### src/rtl/sid_filter_seq.sv
// sid_filter_seq: sequences the time-multiplexed SID filter, muxing per-chip registers,
// computing the cutoff word F0 and capturing each chip's filtered audio.
module sid_filter_seq #(
  parameter bit         DUAL      = 1'b1,
  parameter logic [2:0] CAP_STATE = 3'd6
) (
  input  logic        clk,
  input  logic        reset_n,
  input  logic        tick,
  input  logic        mode0,
  input  logic        mode1,
  input  logic [10:0] fc0,
  input  logic [10:0] fc1,
  input  logic [7:0]  res_filt0,
  input  logic [7:0]  res_filt1,
  input  logic [7:0]  mode_vol0,
  input  logic [7:0]  mode_vol1,
  input  logic [17:0] audio_in,
  output logic [2:0]  state,
  output logic        chip,
  output logic        mode,
  output logic [15:0] F0,
  output logic [7:0]  res_filt,
  output logic [7:0]  mode_vol,
  output logic [17:0] audio0,
  output logic [17:0] audio1,
  output logic        valid,
  output logic        overrun
);
  typedef enum logic [2:0] {IDLE, P1, P2, P3, P4, P5, P6, P7} state_t;
  localparam logic [15:0] BASE  [8] = '{16'd220, 16'd260, 16'd340, 16'd500, 16'd900, 16'd1700, 16'd3300, 16'd6500};
  localparam logic [15:0] SLOPE [8] = '{16'd40, 16'd80, 16'd160, 16'd400, 16'd800, 16'd1600, 16'd3200, 16'd3000};
  state_t      cur, nxt;
  logic        chip_n, load;
  logic [10:0] fc_q;
  logic [10:0] mul_a;
  logic [15:0] mul_b, f0_calc;
  logic [26:0] prod;
  always_comb begin
    nxt    = cur;
    chip_n = chip;
    load   = 1'b0;
    if (cur == IDLE) begin
      if (tick) begin
        nxt    = P1;
        chip_n = 1'b0;
        load   = 1'b1;
      end
    end else if (cur == P7) begin
      load   = DUAL && !chip;
      nxt    = load ? P1 : IDLE;
      chip_n = load;
    end else begin
      nxt = state_t'(cur + 3'd1);
    end
  end
  // One shared multiplier: fc*19 for the 8580, slope*f for the 6581 segment curve
  assign mul_a   = mode ? fc_q : {3'b000, fc_q[7:0]};
  assign mul_b   = mode ? 16'd19 : SLOPE[fc_q[10:8]];
  assign prod    = 27'(mul_a) * 27'(mul_b);
  assign f0_calc = mode ? prod[17:2] : BASE[fc_q[10:8]] + prod[23:8];
  assign state   = cur;
  always_ff @(posedge clk or negedge reset_n) begin
    if (!reset_n) begin
      cur      <= IDLE;
      chip     <= 1'b0;
      mode     <= 1'b0;
      fc_q     <= '0;
      F0       <= '0;
      res_filt <= '0;
      mode_vol <= '0;
      audio0   <= '0;
      audio1   <= '0;
      valid    <= 1'b0;
      overrun  <= 1'b0;
    end else begin
      cur  <= nxt;
      chip <= chip_n;
      if (load) begin
        mode     <= chip_n ? mode1 : mode0;
        fc_q     <= chip_n ? fc1 : fc0;
        res_filt <= chip_n ? res_filt1 : res_filt0;
        mode_vol <= chip_n ? mode_vol1 : mode_vol0;
      end
      if (cur == P1) F0 <= f0_calc;
      if (cur == CAP_STATE && !chip) audio0 <= audio_in;
      if (cur == CAP_STATE && chip) audio1 <= audio_in;
      valid <= (cur == CAP_STATE) && (!DUAL || chip);
      if (tick && cur != IDLE) overrun <= 1'b1;
    end
  end
endmodule
### config.mk
export PLATFORM = sky130hd
export DESIGN_NAME = sid_filter_seq
export DESIGN_NICKNAME = d
export VERILOG_FILES = /design/src/rtl/sid_filter_seq.sv
export SDC_FILE = /design/constraint.sdc
export NUM_CORES = 1
export LEC_CHECK = 0
export ABC_AREA = 1
export CAP_MARGIN = 0
export CORE_UTILIZATION = 55
export DETAILED_ROUTE_END_ITERATION = 12
export MAX_ROUTING_LAYER = met4
export PLACE_DENSITY = 0.93
export SLEW_MARGIN = 40
export SYNTH_ARGS = -nofsm -noshare
export SYNTH_HDL_FRONTEND = slang
export SYNTH_SLANG_ARGS = --single-unit
### constraint.sdc
create_clock -name clk -period 8.48 [get_ports clk]
set_input_delay 1.272 -clock clk [delete_from_list [all_inputs] [get_ports clk]]
set_output_delay 1.272 -clock clk [all_outputs]
set_load 0.05 [all_outputs]
==> results.sh, run 1 <==
export IMPL_async_flop_share_pct=100
export IMPL_grt_pass1_vias=8325
export IMPL_synth_cell_types=45
export IMPL_cts_tree="done"
export IMPL_setup_viol=0
export IMPL_cts_repair_resized=0
export IMPL_min_from="overrun"
export IMPL_slew_violations=0
export IMPL_cts_hold_buffers=0
export IMPL_grt_usage_pct=31.8
export IMPL_ios=152
export IMPL_port_buffers=151
export IMPL_path_delay_family="adder cells"
export IMPL_rows=45
export IMPL_arrival_ps=7750
export IMPL_grt_overflow=0
export IMPL_diodes=0
export IMPL_rsz0062_at_grt="false"
export IMPL_cts_root_buffer="clkbuf_16"
export IMPL_ys_ff_latch=86
export IMPL_dr_pass1_iters=5
export IMPL_drt_wirelength_per_cell_microns=15.8
export IMPL_routabilityCongestion=1.05
export IMPL_die_x_microns=128
export IMPL_grt_start_max_net_pins=57
export IMPL_end_kind="register"
export IMPL_relSlewSlack_pct=55.5
export IMPL_fillCellCount=1156
export IMPL_cp_data_required_time_ps=8740
export IMPL_start_util_pct=56.9
export IMPL_yosysWarnings=0
export IMPL_dp_hpwl_mm=18.8
export IMPL_synth_seq_area_share_pct=24.6
export IMPL_cp_common_cell="nand2_1"
export IMPL_clock_sinks=86
export IMPL_post_drt_via_cell_ratio=5.31
export IMPL_critPathKind="register to register"
export IMPL_hold_violations=0
export IMPL_finalClockSkew_ps=12.5
export IMPL_die_area_sq_um=16400
export IMPL_postSynthAreaPerCell_sq_um=7.80
export IMPL_synth_edff_count=0
export IMPL_area_growth_pct=23.9
export IMPL_vias=7944
export IMPL_post_cts_setup_buffer_count=0
export IMPL_cts_made_buffers=9
export IMPL_syn_area_sq_um=8750
export IMPL_cp_max_fo=8
export IMPL_critical_path_buf_inv_count=7
export IMPL_fin_tns_setup_ps=0
export IMPL_ys_flop_type="dfrtp_1"
export IMPL_maxCapViolCount=0
export IMPL_critPathLaunchType="register"
export IMPL_cpMaxStageDelayCell="fa_1"
export IMPL_r2r_start="fc_q[9]"
export IMPL_layout_drive_gt1_share_pct=5.68
export IMPL_netlist_instances=1122
export IMPL_drt_antenna_violating_nets=0
export IMPL_antenna_found_initial=0
export IMPL_r2r_end="F0[13]"
export IMPL_drt_iter0_drc=454
export IMPL_coreArea_sq_um=15400
export IMPL_min_period_ps=7500
export IMPL_outcome="finished clean"
export IMPL_wl_mm=23.7
export IMPL_die_y_microns=128
export IMPL_finalCritPeriodShare_pct=88.4
export IMPL_clock_latency_ps=360
export IMPL_startpoint="fc_q[9]"
export IMPL_hold_depth=1
export IMPL_rr_worst_depth=37
export IMPL_clk_path_buf_depth=2
export IMPL_tightest_slew_ps=661
export IMPL_r2r_setup_slack_ps=980
export IMPL_fmax_mhz=133
export IMPL_grt_pass1_wl_mm=38.9
export IMPL_hold_end="overrun"
export IMPL_clk_pin_slew_ps=80
export IMPL_h_tree_depth=3
export IMPL_final_nets=1532
export IMPL_worstHoldPathType="register to register"
export IMPL_remaining_drc_errors=0
export IMPL_slowest_delay_ps=540
[synthesized netlist by cell type (13+ instances only)]
| master | n | area [sq um] |
|---|---|---|
| inv_1 | 216 | 811 |
| nand2_2 | 14 | 87.6 |
| o21ai_0 | 63 | 315 |
| clkbuf_1 | 24 | 90.1 |
| a31oi_1 | 23 | 144 |
| dfrtp_1 | 86 | 2150 |
| nand3_1 | 33 | 165 |
| nand2_1 | 254 | 953 |
| ha_1 | 96 | 1200 |
| o22ai_1 | 13 | 81.3 |
| nor2_1 | 111 | 417 |
| fa_1 | 78 | 1560 |
| a21oi_1 | 26 | 130 |
[state kept, by name, summed over array words and instances, names as in the netlist]
signal	flops
mode	1
state	3
fc_q	11
overrun	1
mode_vol	8
chip	1
audio1	18
valid	1
res_filt	8
audio0	18
F0	16
[logic make-up after synthesis]
group	synth area share, %
buf+inv	11.2
flops	24.6
xor+xnor	1.50
compound gates	9.41
other cells	0.0859
fa+ha+maj	31.6
simple gates	21.6
[per-layer routing]
layer	vias to the layer above	wire [microns]	GRT usage (%)
li1	3762	-	-
met1	3792	9590	37.0
met2	313	11400	53.2
met3	77	1670	5.97
met4	0	1040	14.9
met5	-	0	-
[worst max-delay path by stage]
stage / end / slack (ps) / cells past startpoint
after floorplan: F0[12] / 1850 / 33
after global placement: F0[13] / 1230 / 33
after detailed placement: F0[13] / 1110 / 37
after CTS: F0[13] / 1060 / 37
after global routing: F0[14] / 490 / 36
final: F0[13] / 980 / 37
[final cells by class]
cell class | count | area, sq um | area share (%)
clock buffers | 9 | 225 | 2.08
clock inverters | 7 | 91.3 | 0.843
inverters | 227 | 852 | 7.86
multi-input cells | 801 | 5710 | 52.7
flip-flops and latches | 86 | 2150 | 19.9
well taps | 211 | 264 | 2.44
repair buffers | 156 | 1550 | 14.3
[layout by cell type, fill, tap and decap left out, types with 6 or more instances in the layout]
cell type / instances
xor2_1: 9
nand3_1: 31
a31oi_1: 23
a21oi_1: 26
nand3_2: 10
xnor2_1: 6
buf_4: 6
o22ai_1: 13
nand2_2: 14
clkdlybuf4s50_1: 150
dfrtp_1: 85
o21ai_0: 63
inv_2: 10
conb_1: 24
ha_1: 96
clkbuf_16: 9
inv_1: 215
nand2_1: 254
nor2_1: 111
fa_1: 78
[stage by stage]
stage	util [%]	hold WS, ps	cell area (sq um)	setup WS (ps)	instances
3_5_place_dp	68.5	457	10500	1110	1481
2_1_floorplan	-	613	8830	1850	1144
3_3_place_gp	68.4	446	10500	1230	1481
5_1_grt	70.5	497	10800	489	1497
6_report	70.5	465	10800	981	1497
4_1_cts	70.5	466	10800	1060	1497
Power of run 1 is not shown: default switching activity piles up to over one toggle a cycle in this logic, so the estimate is an artifact.
==> run 2, diff against run 1 <==
ABC_AREA = unset   (was 1)
==> run 2 against run 1 <==
  * Count of clock-buffer cells in the layout unchanged
  * Register-to-register slack got worse by 380 ps
  * Critical path depth decreased by 8
  * Sequential share of layout area rose by 0.26 points
  * Wire length is 4.1% lower
  * Final area is 1.3% lower
  * Worst hold slack improved by 15 ps
  * Global-route usage decreased by 1.5 points
  * Largest cell class unchanged
==> results.sh, run 2 <==
export IMPL_cts_repair_resized=0
export IMPL_top_layer_used="met4"
export IMPL_area_growth_pct=24.5
export IMPL_async_flop_share_pct=100
export IMPL_diodes=0
export IMPL_drt_iter0_drc=469
export IMPL_ios=152
export IMPL_ys_flop_type="dfrtp_1"
export IMPL_finalCritPeriodShare_pct=92.9
export IMPL_grt_pass1_wl_mm=37.0
export IMPL_post_drt_via_cell_ratio=5.76
export IMPL_routabilityCongestion=0.953
export IMPL_synthTopCellsByCount="116 x inv_1, 96 x ha_1, 87 x nand2_1, 86 x dfrtp_1, 78 x fa_1"
export IMPL_maxCapViolCount=0
export IMPL_netlist_top_cells_area="dfrtp_1 25%, fa_1 18%, ha_1 14%"
export IMPL_dp_hpwl_mm=17.0
export IMPL_tightest_slew_ps=749
export IMPL_seq_area_sq_um=2150
export IMPL_critPathKind="register to register"
export IMPL_grt_overflow=0
export IMPL_postSynthAreaPerCell_sq_um=9.79
export IMPL_final_common_cell="clkdlybuf4s50_1"
export IMPL_clk_pin_slew_ps=70
export IMPL_grt_usage_pct=30.2
export IMPL_port_buffers=151
export IMPL_hold_violations=0
export IMPL_die_x_microns=127
export IMPL_layout_common_cells="150 x clkdlybuf4s50_1, 116 x inv_1, 96 x ha_1, 87 x nand2_1, 86 x dfrtp_1"
export IMPL_cts_made_buffers=9
export IMPL_rsz0062_at_grt="false"
export IMPL_setup_viol=0
export IMPL_relSlewSlack_pct=50.0
export IMPL_end_kind="register"
export IMPL_coreArea_sq_um=15200
export IMPL_cp_data_required_time_ps=8710
export IMPL_netlist_instances=878
export IMPL_slew_violations=0
export IMPL_synth_edff_count=0
export IMPL_syn_area_sq_um=8590
export IMPL_clock_sinks=86
export IMPL_min_period_ps=7880
export IMPL_slowest_delay_ps=560
export IMPL_cts_tree="done"
export IMPL_cp_max_fo=12
export IMPL_cpMaxStageDelayCell="dfrtp_1"
export IMPL_synth_largest_area_cell="dfrtp_1"
export IMPL_top_regs="audio0: 18 flops, audio1: 18 flops, F0: 16 flops"
export IMPL_clock_latency_ps=360
export IMPL_ys_ff_latch=86
export IMPL_start_util_pct=56.5
export IMPL_synth_seq_area_share_pct=25.0
export IMPL_yosysWarnings=0
export IMPL_arrival_ps=8110
export IMPL_dr_pass1_iters=5
export IMPL_remaining_drc_errors=0
export IMPL_worstHoldPathType="register to register"
export IMPL_synth_cell_types=64
export IMPL_met3_length_mm=1.35
export IMPL_synth_top_cell_area_share_pct=25.0
export IMPL_outcome="finished clean"
export IMPL_critPathLaunchType="register"
export IMPL_cp_common_cell="fa_1"
export IMPL_antenna_found_initial=0
export IMPL_post_cts_setup_buffer_count=0
export IMPL_wl_met1_mm=8.42
export IMPL_rows=45
export IMPL_met2_length_mm=12.1
export IMPL_drt_antenna_violating_nets=0
export IMPL_path_delay_family="adder cells"
export IMPL_final_nets=1290
export IMPL_cts_root_buffer="clkbuf_16"
export IMPL_drt_wirelength_per_cell_microns=18.4
export IMPL_finalClockSkew_ps=11.8
export IMPL_fillCellCount=1011
export IMPL_cts_hold_buffers=0
export IMPL_vias=7091
export IMPL_layout_drive_gt1_share_pct=8.62
export IMPL_h_tree_depth=3
export IMPL_clk_path_buf_depth=2
export IMPL_die_y_microns=127
export IMPL_yosysMostFrequentCell="inv_1"
export IMPL_fin_tns_setup_ps=0
export IMPL_wl_mm=22.7
export IMPL_critical_path_buf_inv_count=5
export IMPL_fmax_mhz=127
export IMPL_die_area_sq_um=16100
export IMPL_grt_start_max_net_pins=80
export IMPL_grt_pass1_vias=7561
export IMPL_multi_input_area_sq_um=5970
==> run 2: cell count changes in the layout (fill, tap and decap cells not counted), moves of 13 or more <==
cell	delta
and3_1	+15
nor2_1	-83
o22ai_1	-13
nand3_1	-24
and2_1	+44
nand2_1	-167
mux2i_1	+33
inv_1	-99
mux2_2	+37
a31oi_1	-20
nand2_2	-14
==> run 2: cells by family (layout without fill, tap and decap cells) <==
logic type / Yosys count / after routing / share of synthesized area [%]
DFF: 86 / 86 / 25.0
AOI/OAI and AO/OA: 146 / 146 / 11.4
adders and majority gates: 174 / 174 / 32.1
other: 2 / 24 / 0.0874
buffers and inverters: 151 / 295 / 6.83
muxes: 70 / 70 / 8.69
and+or+nand+nor: 223 / 223 / 13.0
xor gates and xnor gates: 26 / 26 / 2.74
==> run 2: through the flow <==
| stage | hold WS [ps] | area [sq um] | cells | worst slack [ps] | utilization (%) |
|---|---|---|---|---|---|
| after floorplan | 571 | 8680 | 900 | 1130 | - |
| after global placement | 439 | 10400 | 1214 | 969 | 68.2 |
| after detailed placement | 470 | 10400 | 1216 | 737 | 68.5 |
| after CTS | 480 | 10700 | 1232 | 676 | 70.3 |
| after global routing | 495 | 10700 | 1232 | 247 | 70.4 |
| final | 480 | 10700 | 1232 | 599 | 70.4 |
==> run 2: final timing paths <==
path | start | end | slack [ps] | cells after the start
setup / recovery | fc_q[9] | F0[11] | 600 | 29
hold / removal | F0[6] | F0[6] | 480 | 2
setup reg to reg | fc_q[9] | F0[11] | 600 | 29
hold reg to reg | F0[6] | F0[6] | 480 | 2
max in group asynchronous | reset_n | mode_vol[5] | 6820 | 2
min in group asynchronous | reset_n | audio0[6] | 720 | 1
==> run 2: layer usage <==
metal  track usage (%)  vias up
li1                  -     3212
met1              33.5     3523
met2              53.9      284
met3              4.73       72
met4              13.1        0
met5                 -        -
==> run 2: cell type report <==
cell class / instances / area share (%)
Clock buffer: 9 / 2.11
Clock inverter: 7 / 0.573
Inverter: 117 / 4.11
Multi-Input combinational cell: 663 / 55.8
Sequential cell: 86 / 20.1
Tap cell: 188 / 2.20
Timing Repair Buffer: 162 / 15.1
==> run 2: tightest hold or removal path, stage by stage, from the launching register on <==
cell and delay (ps):
dfrtp_1 340, nand2_1 40, o21ai_0 60
Power of run 2 is left out for the same reason.
